**config.mk**
```make
export PLATFORM = sky130hd
export DESIGN_NAME = ita_output_fifo_flat
export DESIGN_NICKNAME = d
export VERILOG_FILES = /design/src/rtl/ita_package.sv /design/src/rtl/ita_output_fifo_if.sv /design/src/rtl/ita_output_fifo_ctrl.sv /design/src/rtl/ita_output_fifo.sv /design/src/flat_wrapper.sv
export SDC_FILE = /design/constraint.sdc
export NUM_CORES = 1
export LEC_CHECK = 0
export CAP_MARGIN = 0
export CORE_ASPECT_RATIO = 0.7
export CORE_MARGIN = 2
export CORE_UTILIZATION = 45
export CTS_BUF_LIST = sky130_fd_sc_hd__clkbuf_16
export CTS_CLUSTER_SIZE = 30
export DETAILED_ROUTE_END_ITERATION = 8
export PLACE_DENSITY = 0.63
export SETUP_SLACK_MARGIN = 0.1
export SYNTH_ARGS = -nofsm -noshare
export SYNTH_HDL_FRONTEND = slang
export SYNTH_SLANG_ARGS = --single-unit
export TNS_END_PERCENT = 1
```
**constraint.sdc**
```tcl
create_clock -name clk_i -period 9.5 [get_ports clk_i]
set_input_delay 2.375 -clock clk_i [delete_from_list [all_inputs] [get_ports clk_i]]
set_output_delay 2.375 -clock clk_i [all_outputs]
set_load 0.05 [all_outputs]
```
**src/rtl/ita_package.sv**
```systemverilog
// Shared ITA types and constants used by the activation stage and the output FIFO.
package ita_package;

  localparam int unsigned N  = 4;
  localparam int unsigned WI = 8;

  typedef logic [N-1:0][WI-1:0] requant_oup_t;

  localparam int unsigned OutFifoDepth    = 8;
  localparam int unsigned OutFifoInFlight = 4;

  typedef logic [15:0] tile_len_t;

  // A programmed tile length of zero behaves like a length of one.
  function automatic tile_len_t effective_tile_len(input tile_len_t len);
    return (len == '0) ? tile_len_t'(1) : len;
  endfunction

endpackage

```
**src/rtl/ita_output_fifo_if.sv**
```systemverilog
// Stream bundle of the output FIFO: upstream capture side and downstream drain side.
interface ita_output_fifo_if;
  import ita_package::*;

  logic         valid_i;
  requant_oup_t data_i;
  logic         stall_o;
  logic         valid_o;
  logic         ready_i;
  requant_oup_t data_o;
  logic         last_o;

  modport slave (
    input  valid_i, data_i, ready_i,
    output stall_o, valid_o, data_o, last_o
  );

  modport master (
    output valid_i, data_i, ready_i,
    input  stall_o, valid_o, data_o, last_o
  );

endinterface

```
**src/rtl/ita_output_fifo_ctrl.sv**
```systemverilog
// Output FIFO control: pointers, occupancy, early stall and tile-last tracking.
// Optional feature macro: ITA_OUTPUT_FIFO_OVERFLOW_CHECK_EN (sticky overflow flag + assertion).
module ita_output_fifo_ctrl
  import ita_package::*;
#(
  parameter int unsigned Depth    = OutFifoDepth,
  parameter int unsigned InFlight = OutFifoInFlight
) (
  input  logic                     clk_i,
  input  logic                     rst_ni,
  input  logic                     flush_i,
  input  tile_len_t                tile_len_i,
  input  logic                     valid_i,
  input  logic                     ready_i,
  output logic                     wr_en_o,
  output logic [$clog2(Depth)-1:0] wr_ptr_o,
  output logic [$clog2(Depth)-1:0] rd_ptr_o,
  output logic                     valid_o,
  output logic                     last_o,
  output logic                     stall_o,
  output logic                     overflow_o
);

  localparam int unsigned PtrW = $clog2(Depth);
  localparam int unsigned CntW = PtrW + 1;
  localparam logic [CntW-1:0] CntFull  = CntW'(Depth);
  localparam logic [CntW-1:0] CntStall = CntW'(Depth - InFlight);

  logic [PtrW-1:0] wr_ptr_q, wr_ptr_d;
  logic [PtrW-1:0] rd_ptr_q, rd_ptr_d;
  logic [CntW-1:0] count_q, count_d;
  tile_len_t       tc_q, tc_d;
  tile_len_t       tile_len_q, len_cur;
  logic            stall_q;
  logic            full, push, pop, drop;

  assign full    = (count_q == CntFull);
  assign valid_o = (count_q != '0);
  assign pop     = valid_o && ready_i;
  assign push    = valid_i && (!full || pop);
  assign drop    = valid_i && full && !pop && !flush_i;
  assign wr_en_o = push && !flush_i;

  // While the tile counter sits at zero the live tile length applies; it is frozen once the tile starts.
  assign len_cur = (tc_q == '0) ? effective_tile_len(tile_len_i) : tile_len_q;
  assign last_o  = valid_o && (tc_q == (len_cur - tile_len_t'(1)));

  assign wr_ptr_o = wr_ptr_q;
  assign rd_ptr_o = rd_ptr_q;
  assign stall_o  = stall_q;

  always_comb begin
    wr_ptr_d = wr_ptr_q;
    rd_ptr_d = rd_ptr_q;
    count_d  = count_q;
    tc_d     = tc_q;
    if (flush_i) begin
      wr_ptr_d = '0;
      rd_ptr_d = '0;
      count_d  = '0;
      tc_d     = '0;
    end else begin
      if (push) wr_ptr_d = wr_ptr_q + PtrW'(1);
      if (pop) begin
        rd_ptr_d = rd_ptr_q + PtrW'(1);
        tc_d     = last_o ? '0 : tc_q + tile_len_t'(1);
      end
      case ({push, pop})
        2'b10:   count_d = count_q + CntW'(1);
        2'b01:   count_d = count_q - CntW'(1);
        default: count_d = count_q;
      endcase
    end
  end

  // Stall is registered from the next-state count so it lines up with the count it describes.
  always_ff @(posedge clk_i or negedge rst_ni) begin
    if (!rst_ni) begin
      wr_ptr_q   <= '0;
      rd_ptr_q   <= '0;
      count_q    <= '0;
      tc_q       <= '0;
      tile_len_q <= tile_len_t'(1);
      stall_q    <= 1'b0;
    end else begin
      wr_ptr_q <= wr_ptr_d;
      rd_ptr_q <= rd_ptr_d;
      count_q  <= count_d;
      tc_q     <= tc_d;
      stall_q  <= (count_d >= CntStall);
      if (tc_q == '0) tile_len_q <= len_cur;
    end
  end

`ifdef ITA_OUTPUT_FIFO_OVERFLOW_CHECK_EN
  logic overflow_q;

  always_ff @(posedge clk_i or negedge rst_ni) begin
    if (!rst_ni)   overflow_q <= 1'b0;
    else if (drop) overflow_q <= 1'b1;
  end

  assign overflow_o = overflow_q;

`ifndef SYNTHESIS
  assert property (@(posedge clk_i) disable iff (!rst_ni) !drop)
    else $warning("ita_output_fifo: push dropped, FIFO full");
`endif
`else
  assign overflow_o = 1'b0;
`endif

endmodule

```
**src/rtl/ita_output_fifo.sv**
```systemverilog
// Output buffer behind the requantization stage: circular FIFO with first-word fall-through head.
// Optional feature macro: ITA_OUTPUT_FIFO_OVERFLOW_CHECK_EN (handled in ita_output_fifo_ctrl).
module ita_output_fifo
  import ita_package::*;
#(
  parameter int unsigned Depth    = OutFifoDepth,
  parameter int unsigned InFlight = OutFifoInFlight
) (
  input  logic                 clk_i,
  input  logic                 rst_ni,
  input  logic                 flush_i,
  input  tile_len_t            tile_len_i,
  ita_output_fifo_if.slave     io,
  output logic                 overflow_o
);

  localparam int unsigned PtrW = $clog2(Depth);

  requant_oup_t    mem_q [Depth];
  logic            wr_en;
  logic [PtrW-1:0] wr_ptr, rd_ptr;
  logic            head_valid, head_last, stall;

  ita_output_fifo_ctrl #(
    .Depth    (Depth),
    .InFlight (InFlight)
  ) i_ctrl (
    .clk_i      (clk_i),
    .rst_ni     (rst_ni),
    .flush_i    (flush_i),
    .tile_len_i (tile_len_i),
    .valid_i    (io.valid_i),
    .ready_i    (io.ready_i),
    .wr_en_o    (wr_en),
    .wr_ptr_o   (wr_ptr),
    .rd_ptr_o   (rd_ptr),
    .valid_o    (head_valid),
    .last_o     (head_last),
    .stall_o    (stall),
    .overflow_o (overflow_o)
  );

  // Storage needs no reset: the head is masked to zero whenever the FIFO is empty.
  always_ff @(posedge clk_i) begin
    if (wr_en) mem_q[wr_ptr] <= io.data_i;
  end

  assign io.data_o  = head_valid ? mem_q[rd_ptr] : '0;
  assign io.valid_o = head_valid;
  assign io.last_o  = head_last;
  assign io.stall_o = stall;

endmodule

```
**src/flat_wrapper.sv**
```systemverilog
// flat-port wrapper written by rule: the top's interface ports become plain ports
module ita_output_fifo_flat import ita_package::*;
#(
  parameter int unsigned Depth    = OutFifoDepth,
  parameter int unsigned InFlight = OutFifoInFlight
)
  (clk_i, rst_ni, flush_i, tile_len_i, overflow_o, io_valid_i, io_data_i, io_ready_i, io_stall_o, io_valid_o, io_data_o, io_last_o);
  ita_output_fifo_if io_i ();
  input  logic clk_i;
  input  logic rst_ni;
  input  logic flush_i;
  input  tile_len_t tile_len_i;
  output logic overflow_o;
  input wire logic [$bits(io_i.valid_i)-1:0] io_valid_i;
  input wire logic [$bits(io_i.data_i)-1:0] io_data_i;
  input wire logic [$bits(io_i.ready_i)-1:0] io_ready_i;
  output wire logic [$bits(io_i.stall_o)-1:0] io_stall_o;
  output wire logic [$bits(io_i.valid_o)-1:0] io_valid_o;
  output wire logic [$bits(io_i.data_o)-1:0] io_data_o;
  output wire logic [$bits(io_i.last_o)-1:0] io_last_o;
  assign io_i.valid_i = io_valid_i;
  assign io_i.data_i = io_data_i;
  assign io_i.ready_i = io_ready_i;
  assign io_stall_o = io_i.stall_o;
  assign io_valid_o = io_i.valid_o;
  assign io_data_o = io_i.data_o;
  assign io_last_o = io_i.last_o;
  ita_output_fifo #(.Depth(Depth), .InFlight(InFlight)) u_core (.clk_i(clk_i), .rst_ni(rst_ni), .flush_i(flush_i), .tile_len_i(tile_len_i), .io(io_i), .overflow_o(overflow_o));
endmodule
```
Yosys cells after proc, flatten, opt, wreduce, memory -nomap -nowiden
Memories as Yosys holds them, arrays and structs flattened.
Index checks and enable logic that the tools add are counted.
{"block": "word_totals", "register_bits": 43, "ram_bits": 256, "out_inout_bits": 36, "wordCells": 44, "n_memories": 1}
{"name": "u_core.mem_q", "words": 8, "word_bits": 32, "rd": 1, "rd_ports_with_merged_regs": 0, "write_ports": 1, "line_no": "ita_output_fifo.sv:19", "text": "requant_oup_t mem_q [Depth];"}
{"block": "op_classes", "add_sub_neg": 6, "order_cmp": 1, "n_eq_ne": 4, "muxes": 14, "n_reduce_logical": 12}
{"operator": "$mux W16", "count": 5}
{"operator": "$logic_not A16 Y1", "count": 2}
{"operator": "$mux W32", "count": 1}
{"operator": "$add A16 B1 Y16 const B", "count": 1}
{"operator": "$eq A16 B16 Y1", "count": 1}
{"operator": "$sub A16 B1 Y16 const B", "count": 1}
{"operator": "$mux W3", "count": 4}
{"operator": "$pmux W4 S2", "count": 1}
{"operator": "$add A3 B1 Y3 const B", "count": 2}
{"operator": "$add A4 B1 Y4 const B", "count": 1}
{"operator": "$eq A4 B4 Y1 const B", "count": 1}
{"operator": "$ge A4 B3 Y1 const B", "count": 1}
{"operator": "$logic_and A1 B1 Y1", "count": 4}
{"operator": "$mux W4", "count": 1}
{"operator": "$reduce_bool A2 Y1", "count": 2}
{"operator": "$reduce_bool A4 Y1", "count": 1}
{"operator": "$sub A4 B1 Y4 const B", "count": 1}
{"operator": "$eq A2 B1 Y1 const B", "count": 1}
{"operator": "$eq A2 B2 Y1 const B", "count": 1}
{"operator": "$logic_not A1 Y1", "count": 2}
{"operator": "$mux W1", "count": 2}
{"operator": "$logic_or A1 B1 Y1", "count": 1}

Longest topological paths before layout
Gate-level depths: netlist of the first run.
{"block": "depth", "ltp_word": 9, "ltp_mapped": 20, "ltp_nobuf": 16}

Modules after synthesis
Synthesis of the first run repeated with hierarchy kept, for this count alone.
{"block": "unflattened", "hier_cells": 879, "hier_area_um2": 13465.4}
{"module": "ita_output_fifo", "instances": 1, "cells_each": 491, "area_each_um2": 10147.2}
{"module": "ita_output_fifo_ctrl", "instances": 1, "cells_each": 388, "area_each_um2": 3318.2}

Least setup slack after synthesis of the first run
Ideal clock, no wire load.
{"block": "synth_timing", "path_kind": "input to output", "startpoint": "input tile_len_i[11]", "endpoint": "output io_last_o", "arrival_time_ns": 5.351, "t_required_ns": 7.125, "path_slack_ns": 1.774, "stages": 12, "cell_sequence": "or4_4 > or4_1 > buf_6 > o311ai_4 > o21ai_2 > ha_1 > xnor2_1 > xnor2_1 > nor4_1 > o2111ai_1 > nor2_1 > and3_1"}
{"block": "synth_via", "elab_chain_cells": 6}
{"item": "from (decl)", "line_no": "flat_wrapper.sv:12", "text": "input tile_len_t tile_len_i;"}
{"item": "$logic_not A16 Y1", "line_no": "ita_package.sv:16", "text": "return (len == '0) ? tile_len_t'(1) : len;"}
{"item": "$mux W16 *", "line_no": "ita_package.sv:16"}
{"item": "$mux W16 *", "line_no": "ita_output_fifo_ctrl.sv:45", "text": "assign len_cur = (tc_q == '0) ? effective_tile_len(tile_len_i) : tile_len_q;"}
{"item": "$sub A16 B1 Y16 *", "line_no": "ita_output_fifo_ctrl.sv:46", "text": "assign last_o = valid_o && (tc_q == (len_cur - tile_len_t'(1)));"}
{"item": "$eq A16 B16 Y1 *", "line_no": "ita_output_fifo_ctrl.sv:46"}
{"item": "$logic_and A1 B1 Y1 *", "line_no": "ita_output_fifo_ctrl.sv:46"}
{"item": "to (decl)", "line_no": "flat_wrapper.sv:20", "text": "output wire logic [$bits(io_i.last_o)-1:0] io_last_o;"}
Every way passes the cells marked *; elsewhere a longest branch is shown, timed or not.

Final worst setup path of the first run
{"block": "layout_timing", "startpoint": "input tile_len_i[9]", "endpoint": "output io_last_o"}
The elaborated chain is that of the path after synthesis.

==> run summary, run 1 <==
status -> finished, final reports clean
Pins Over Slew Limit -> 0
Worst slew margin -> 34.3%
Yosys top cell by area -> edfxtp_1
post-detail-place hpwl -> 16500 microns
Initial Util -> 45.6%
Mapped Cells -> 819
CP max FO -> 6
Tcrit/Tclk final -> 91.0%
vias in the first global route -> 7281
fillers -> 2321
endpoints failing hold -> 0
layout cells sized above 1 -> 18.6%
Top Ports -> 89
Period minus WS final -> 8.64 ns
post-CTS setup repair buffer count -> 0
max_cap viols -> 0
Leakage -> 5.03 nW
DRC Markers -> 0
register bit count reported by yosys -> 299
die footprint -> 0.0306 sq mm
dominant cells by area after synthesis -> edfxtp_1 (59%), mux4_2 (11%), dfrtp_1 (8.0%)
total number of vias -> 7436
Max Buffers Root-to-Sink -> 3
Multi-input gate area -> 0.00416 sq mm
Final ANT Viol Nets -> 0
Critical Path RT -> 7.13 ns
Ys Warns -> 0
final setup TNS -> 0 ns
worst slew pin tran -> 0.985 ns
H-Tree Level Count -> 1
Die H -> 147 microns
drt first pass iters -> 5
Crit path max-delay family -> simple AND/OR/NAND/NOR gates
unrepaired setup endpoints after global routing -> false
Largest stage delay, worst path -> 0.59 ns
final net count -> 966
Core Area -> 0.0288 sq mm
Seq/Total Area, Yosys -> 66.7%
post-cts resize count -> 0
FMAX -> 116 MHz
pin count of the biggest net entering global routing -> 50
total CTS buffers -> 29
crit-path cells -> clkdlybuf4s50_1 -> or4_4 -> or4_1 -> o311ai_4 -> o21ai_2 -> ha_1 -> xnor2_1 -> xnor2_1 -> nor4_1 -> o2111ai_1 -> nor2_1 -> and3_1 -> buf_4
post-DR wirelength/cell -> 21.3 microns
worst clock skew -> 0.00937 ns
leading cell types in the layout, fill and taps excluded -> edfxtp_1 (256), clkdlybuf4s50_1 (85), mux4_2 (64), nor2_1 (56), nand2_1 (49)
Max IR drop VDD -> 0.000179 V
root buffer cell -> clkbuf_16
Critical path buffers and inverters -> 2
Chip Width -> 208 microns
hold crit path type -> register to register
FFs w/ async S/R, synth -> 14.4%
port bufs -> 87
Area Overhead vs Synth -> 17.1%
site row count -> 52
first-pass GRT wire length -> 43600 microns
Clock transition at path regs -> 0.06 ns
Total GRT Usage -> 18.6%
final WL -> 27800 microns
Netlist cell types -> 67
post-DR vias/cell -> 5.69
slowest stage cell, crit path -> or4_1
Crit path top cell by count -> xnor2_1
register area -> 0.00877 sq mm
Sinks on Clock Net -> 299
startpoint types -> primary input
PD cells -> 281 mW/mm^2
CTS Hold Bufs -> 0
area share of the largest cell type after synthesis -> 58.5%
CP arrival -> 6.27 ns
worst hold margin -> 0.529 ns
Primary FF master, synth -> edfxtp_1
post-synth net total -> 880
antenna violations before repair -> 1
number of synthesized flops with an enable pin -> 256
global placer's final weighted congestion -> 0.833
crit path kind -> primary input to output port
# setup viols final -> 0
commonest non-fill, non-tap cell in the layout -> edfxtp_1
post-synthesis average cell area -> 16.0 sq um
grt total ovfl -> 0
CTS tree -> yes
Synth Cell Area -> 0.0131 sq mm
Worst setup EP type -> output port
Initial DRC Count -> 579
Worst-Skew Late Latency -> 0.56 ns
==> logic make-up after synthesis <==
family	Yosys count	share of synthesized area, %
flip-flops	299	66.7
AND/OR/NAND/NOR	236	9.69
multiplexers	111	14.7
AO/OA/AOI/OAI	82	4.61
buffers and inverters	63	2.08
XOR/XNOR	19	1.38
adder cells (fa/ha/maj)	8	0.819
other	1	0.0286
==> worst register-to-register path, stage by stage, from the launching register on <==
cell and delay (ns):
dfrtp_1 0.51, nor3_1 0.60, and4_1 0.93, o311ai_4 0.21, o21ai_2 0.16, ha_1 0.28, inv_1 0.10, nor3_1 0.19
a22o_1 0.17, nor4b_2 0.23, o221ai_1 0.13, or4_1 0.94, a41oi_1 0.38, nand2_1 0.07
==> worst paths after layout <==
check / startpoint / to / slack [ns] / depth (start not counted)
setup / recovery: tile_len_i[9] / io_last_o / 0.86 / 13
hold / removal: u_core.i_ctrl.tile_len_q[15] / u_core.i_ctrl.tile_len_q[15] / 0.53 / 2
setup reg to reg: u_core.i_ctrl.tc_q[14] / u_core.i_ctrl.tc_q[7] / 4.49 / 13
hold reg to reg: u_core.i_ctrl.tile_len_q[15] / u_core.i_ctrl.tile_len_q[15] / 0.53 / 2
max in group asynchronous: rst_ni / u_core.i_ctrl.rd_ptr_o[0] / 7.10 / 2
min in group asynchronous: rst_ni / u_core.i_ctrl.tile_len_q[7] / 1.92 / 2
==> power breakdown <==
group	internal (mW)	switching (mW)	leakage, nW	total, mW
registers	1.51	0.0939	2.87	1.60
clock network	0.640	0.485	0.476	1.13
logic	0.619	0.978	1.69	1.60
total	2.77	1.56	5.03	4.32
==> state kept, by name (all words and copies together) (netlist names) <==
signal / count
u_core.i_ctrl.tile_len_q: 16
u_core.i_ctrl.wr_ptr_o: 3
u_core.i_ctrl.tc_q: 16
u_core.i_ctrl.stall_o: 1
u_core.mem_q: 256
u_core.i_ctrl.count_q: 4
u_core.i_ctrl.rd_ptr_o: 3
==> cell type report <==
type	count	area share, %
diodes	1	0.0163
clock buffers	29	4.72
clock inverters	25	1.37
inverters	16	0.391
multi-input cells	457	27.0
flip-flops and latches	299	57.0
well taps	378	3.08
repair buffers	102	6.35
==> synthesized netlist by cell type (5+ instances only) <==
library cell  instances
o21ai_2              10
inv_1                15
buf_1                12
nor4_1               13
nand2b_1              7
nand3b_1              5
edfxtp_1            256
dfrtp_1              42
nand4_1               8
a21oi_1              19
xor2_1                6
and3_1               12
nor3_1               14
nor2_1               63
mux2_2               10
nor4b_1               6
nor3b_1              10
buf_2                 5
xnor2_1              11
o21ai_0              12
and2_1                6
clkbuf_1             25
ha_1                  7
nand2_1              49
nand3_1              19
mux2i_1              37
mux4_2               64
==> stage by stage <==
| stage | std cells | cell area (sq um) | power [mW] | utilization [%] | setup WS [ns] |
|---|---|---|---|---|---|
| after floorplan | 819 | 13100 | 2.75 | - | 1.77 |
| after global placement | 1252 | 14400 | 3.22 | 50.1 | 0.950 |
| after detailed placement | 1252 | 14400 | 3.22 | 50.1 | 0.875 |
| after CTS | 1306 | 15400 | 4.35 | 53.3 | 0.870 |
| after global routing | 1306 | 15400 | 4.52 | 53.3 | 0.571 |
| final | 1307 | 15400 | 4.32 | 53.3 | 0.855 |
==> metal layers <==
layer / up-vias / track usage [%] / wire length, microns
met2: 218 / 26.5 / 11900
li1: 3399 / - / -
met3: 28 / 3.74 / 1700
met1: 3791 / 29.9 / 13800
met5: - / 0 / 0
met4: 0 / 3.45 / 431
Power figures use the tool's default switching activity.
==> inputs of run 2 (changes only) <==
- GPL_ROUTABILITY_DRIVEN: not set -> 0
- REMOVE_ABC_BUFFERS: not set -> 1
==> run summary, run 2 (synthesis gave the netlist of run 1 again) <==
status -> finished, final reports clean
final net count -> 969
Leakage -> 5.10 nW
Max IR drop VDD -> 0.000199 V
total CTS buffers -> 29
Period minus WS final -> 8.84 ns
final setup TNS -> 0 ns
final WL -> 28300 microns
Crit path top cell by count -> xnor2_1
max_cap viols -> 0
commonest non-fill, non-tap cell in the layout -> edfxtp_1
hold crit path type -> register to register
Most flops, register -> u_core.mem_q
post-DR vias/cell -> 5.71
worst clock skew -> 0.00866 ns
Chip Width -> 208 microns
unrepaired setup endpoints after global routing -> false
Post-Place Cells -> 1255
root buffer cell -> clkbuf_16
post-CTS setup repair buffer count -> 0
Critical path buffers and inverters -> 2
crit-path cells -> clkdlybuf4s50_1 -> or4_4 -> or4_1 -> o311ai_4 -> o21ai_2 -> ha_1 -> xnor2_1 -> xnor2_1 -> nor4_1 -> o2111ai_1 -> nor2_1 -> and3_1 -> dlymetal6s2s_1
port bufs -> 87
met3 Track Usage GR -> 3.14%
H-Tree Level Count -> 1
Worst slew margin -> 37.4%
Util after Layout -> 53.7%
Crit path max-delay family -> simple AND/OR/NAND/NOR gates
grt peak-use layer -> met2
final instance area -> 0.0155 sq mm
worst slew pin tran -> 0.939 ns
vias in the first global route -> 7473
Worst-Skew Late Latency -> 0.54 ns
# setup viols final -> 0
final std cells w/o fill -> 1308
Area Overhead vs Synth -> 17.9%
Sinks on Clock Net -> 299
die footprint -> 0.0306 sq mm
Initial Util -> 45.6%
Regs by FF count -> u_core.mem_q: 256 flops, u_core.i_ctrl.tc_q: 16 flops, u_core.i_ctrl.tile_len_q: 16 flops
startpoint types -> primary input
Initial DRC Count -> 661
grt total ovfl -> 0
drt first pass iters -> 5
Core Area -> 0.0288 sq mm
antenna violations before repair -> 0
Clock transition at path regs -> 0.06 ns
worst hold margin -> 0.518 ns
Max Buffers Root-to-Sink -> 3
site row count -> 52
Die H -> 147 microns
max FFs per register -> 256
post-detail-place hpwl -> 16900 microns
grt met2 use -> 28.6%
CTS tree -> yes
post-DR wirelength/cell -> 21.6 microns
antenna cells -> 0
DP Worst Slack -> 0.335 ns
total number of vias -> 7474
met1 usage -> 28.4%
Critical Path RT -> 7.13 ns
Pins Over Slew Limit -> 0
slowest stage cell, crit path -> or4_1
PD cells -> 285 mW/mm^2
Tcrit/Tclk final -> 93.1%
Total Power -> 4.42 mW
layout cells sized above 1 -> 18.8%
CP arrival -> 6.47 ns
CP max FO -> 6
Final ANT Viol Nets -> 0
FMAX -> 113 MHz
first-pass GRT wire length -> 44100 microns
Total GRT Usage -> 18.7%
Top Ports -> 89
Largest stage delay, worst path -> 0.60 ns
endpoints failing hold -> 0
pin count of the biggest net entering global routing -> 64
leading cell types in the layout, fill and taps excluded -> edfxtp_1 (256), clkdlybuf4s50_1 (85), mux4_2 (64), nor2_1 (56), nand2_1 (49)
crit path kind -> primary input to output port
post-placement cell area -> 0.0145 sq mm
fillers -> 2325
setup ws final -> 0.657 ns
DRC Markers -> 0
Worst setup EP type -> output port
run 2: final timing paths:
path,slack (ns),depth (start not counted),end,startpoint
setup / recovery,0.66,13,io_last_o,tile_len_i[9]
hold / removal,0.52,2,u_core.i_ctrl.tile_len_q[15],u_core.i_ctrl.tile_len_q[15]
setup reg to reg,4.80,15,u_core.i_ctrl.tc_q[7],u_core.i_ctrl.tc_q[0]
hold reg to reg,0.52,2,u_core.i_ctrl.tile_len_q[15],u_core.i_ctrl.tile_len_q[15]
max in group asynchronous,7.09,2,u_core.i_ctrl.rd_ptr_o[0],rst_ni
min in group asynchronous,1.93,2,u_core.i_ctrl.count_q[0],rst_ni
run 2: timing repair:
| action | CTS | global route |
|---|---|---|
| setup endpoints to repair | 0 | 1 |
| gates resized for setup | 0 | 1 |
| hold buffers | 0 | 0 |
run 2: routing by layer:
| metal | part of all wire, % | wire (microns) |
|---|---|---|
| met1 | 48 | 13600 |
| met2 | 45 | 12600 |
| met3 | 5.8 | 1630 |
| met4 | 1.4 | 385 |
| met5 | 0 | 0 |
run 2: where the power goes:
| group | internal (mW) | total (mW) | switching [mW] | leakage, nW |
|---|---|---|---|---|
| Sequential | 1.51 | 1.61 | 0.107 | 2.87 |
| Clock | 0.746 | 1.22 | 0.476 | 0.518 |
| Combinational | 0.624 | 1.58 | 0.960 | 1.72 |
run 2: layout make-up:
class / instances / area, sq um / share of cell area [%]
inverters: 16 / 60.1 / 0.388
well taps: 378 / 473 / 3.05
clock buffers: 29 / 726 / 4.69
clock inverters: 24 / 298 / 1.92
repair buffers: 105 / 1000 / 6.48
multi-input cells: 457 / 4160 / 26.8
flip-flops and latches: 299 / 8770 / 56.6
run 2: worst min-delay path, stage by stage, from the launching register on:
cell and delay [ns]:
dfrtp_1 0.37, nand2_1 0.06, nand2_1 0.06
==> inputs of run 3 (changes only) <==
- CELL_PAD_IN_SITES_DETAIL_PLACEMENT: not set -> 1
- CELL_PAD_IN_SITES_GLOBAL_PLACEMENT: not set -> 2
- GPL_TIMING_DRIVEN: not set -> 0
- PLACE_DENSITY: 0.63 -> not set
- PLACE_DENSITY_LB_ADDON: not set -> 0.1
==> run summary, run 3 (synthesis gave the netlist of run 1 again) <==
Max IR drop VDD -> 0.000193 V
Area Overhead vs Synth -> 18.6%
final net count -> 969
Worst slew margin -> 32.8%
worst slew pin tran -> 1.01 ns
Sinks on Clock Net -> 299
NetSw -> 1.59 mW
layout cells sized above 1 -> 18.7%
Top Ports -> 89
hold crit path type -> register to register
Regs by FF count -> u_core.mem_q: 256 flops, u_core.i_ctrl.tc_q: 16 flops, u_core.i_ctrl.tile_len_q: 16 flops
final WL -> 32200 microns
post-DR wirelength/cell -> 24.6 microns
Clk pwr share -> 26.4%
post-detail-place hpwl -> 20500 microns
max FFs per register -> 256
die footprint -> 0.0306 sq mm
endpoints failing hold -> 0
Util after Layout -> 54.0%
antenna cells -> 0
antenna violations before repair -> 1
post-DR vias/cell -> 5.84
first-pass GRT wire length -> 49700 microns
Worst-Skew Late Latency -> 0.56 ns
Leakage -> 5.10 nW
Period minus WS final -> 8.91 ns
Initial DRC Count -> 548
total number of vias -> 7645
unrepaired setup endpoints after global routing -> false
status -> finished, final reports clean
crit-path cells -> clkdlybuf4s50_1 -> or4_4 -> or4_1 -> o311ai_4 -> o21ai_2 -> ha_1 -> xnor2_1 -> xnor2_1 -> nor4_1 -> o2111ai_1 -> nor2_1 -> and3_1 -> clkbuf_2
pin count of the biggest net entering global routing -> 44
vias in the first global route -> 8159
Final ANT Viol Nets -> 0
FMAX -> 112 MHz
worst clock skew -> 0.0183 ns
slowest stage cell, crit path -> or4_1
Reg power frac -> 37.2%
sw frac -> 36.1%
root buffer cell -> clkbuf_16
CTS Hold Bufs -> 0
leading cell types in the layout, fill and taps excluded -> edfxtp_1 (256), clkdlybuf4s50_1 (84), mux4_2 (64), nor2_1 (56), nand2_1 (49)
site row count -> 52
PD cells -> 283 mW/mm^2
Total GRT Usage -> 21.5%
Internal -> 2.82 mW
Tcrit/Tclk final -> 93.8%
Initial Util -> 45.6%
grt total ovfl -> 0
Critical Path RT -> 7.13 ns
CP arrival -> 6.53 ns
Worst setup EP type -> output port
Pins Over Slew Limit -> 0
Clock transition at path regs -> 0.06 ns
combinational share of power -> 36.4%
total CTS buffers -> 30
commonest non-fill, non-tap cell in the layout -> edfxtp_1
port bufs -> 87
worst hold margin -> 0.530 ns
Core Area -> 0.0288 sq mm
DRC Markers -> 0
# setup viols final -> 0
startpoint types -> primary input
H-Tree Level Count -> 1
Die H -> 147 microns
drt first pass iters -> 5
CTS tree -> yes
Crit path top cell by count -> xnor2_1
Chip Width -> 208 microns
Max Buffers Root-to-Sink -> 3
Largest stage delay, worst path -> 0.63 ns
crit path kind -> primary input to output port
Most flops, register -> u_core.mem_q
max_cap viols -> 0
CP max FO -> 6
## run 3: through the flow
step	area [sq um]	instances	setup TNS [ns]	setup WS [ns]	power [mW]
2_1_floorplan	12900	772	0	1.73	2.74
3_3_place_gp	14300	1237	-2.83	-0.0924	3.25
3_5_place_dp	14600	1254	0	0.0841	3.28
4_1_cts	15600	1308	0	0.331	4.45
5_1_grt	15600	1308	0	0.242	4.61
6_report	15600	1308	0	0.593	4.41
## run 3: per-layer routing
| layer | wire length [microns] | up-vias | global-route usage [%] |
|---|---|---|---|
| met3 | 1490 | 32 | 3.04 |
| met5 | 0 | - | 0 |
| met1 | 15200 | 4014 | 32.1 |
| met4 | 367 | 0 | 3.49 |
| li1 | - | 3409 | - |
| met2 | 15200 | 190 | 34.5 |
## run 3: cell type report
| type | instances | area, sq um |
|---|---|---|
| clock buffers | 31 | 776 |
| flip-flops and latches | 299 | 8770 |
| clock inverters | 23 | 185 |
| fillers | 2662 | 13200 |
| well taps | 378 | 473 |
| multi-input cells | 457 | 4160 |
| repair buffers | 104 | 1150 |
| inverters | 16 | 60.1 |
## run 3: worst max-delay path: cells and delay by family
| family | cells | cell delay [ns] |
|---|---|---|
| XOR/XNOR | 2 | 0.33 |
| AO/OA/AOI/OAI | 3 | 0.68 |
| buffers and inverters | 2 | 0.78 |
| AND/OR/NAND/NOR | 5 | 2.01 |
| adder cells (fa/ha/maj) | 1 | 0.35 |
## run 3: worst paths after layout
kind	slack [ns]	end	startpoint	cells after the start
max	0.59	io_last_o	tile_len_i[9]	13
min	0.53	u_core.i_ctrl.tile_len_q[15]	u_core.i_ctrl.tile_len_q[15]	2
max reg2reg	4.20	u_core.i_ctrl.tc_q[7]	u_core.i_ctrl.tc_q[14]	13
min reg2reg	0.53	u_core.i_ctrl.tile_len_q[15]	u_core.i_ctrl.tile_len_q[15]	2
max in group asynchronous	7.29	u_core.i_ctrl.rd_ptr_o[0]	rst_ni	2
min in group asynchronous	1.68	u_core.i_ctrl.tile_len_q[2]	rst_ni	1
## run 3: timing repair
action                     4_1_cts  5_1_grt
setup endpoints to repair        1        1
gates resized for setup          1        2
buffers inserted                 0        0
## run 3: power by group through the flow
stage / clock network, mW / registers [mW] / logic, mW
floorplan: 0 / 1.66 / 1.08
global placement: 0 / 1.70 / 1.55
detailed placement: 0 / 1.67 / 1.61
CTS: 1.19 / 1.64 / 1.62
global route: 1.24 / 1.66 / 1.71
finish: 1.17 / 1.64 / 1.61
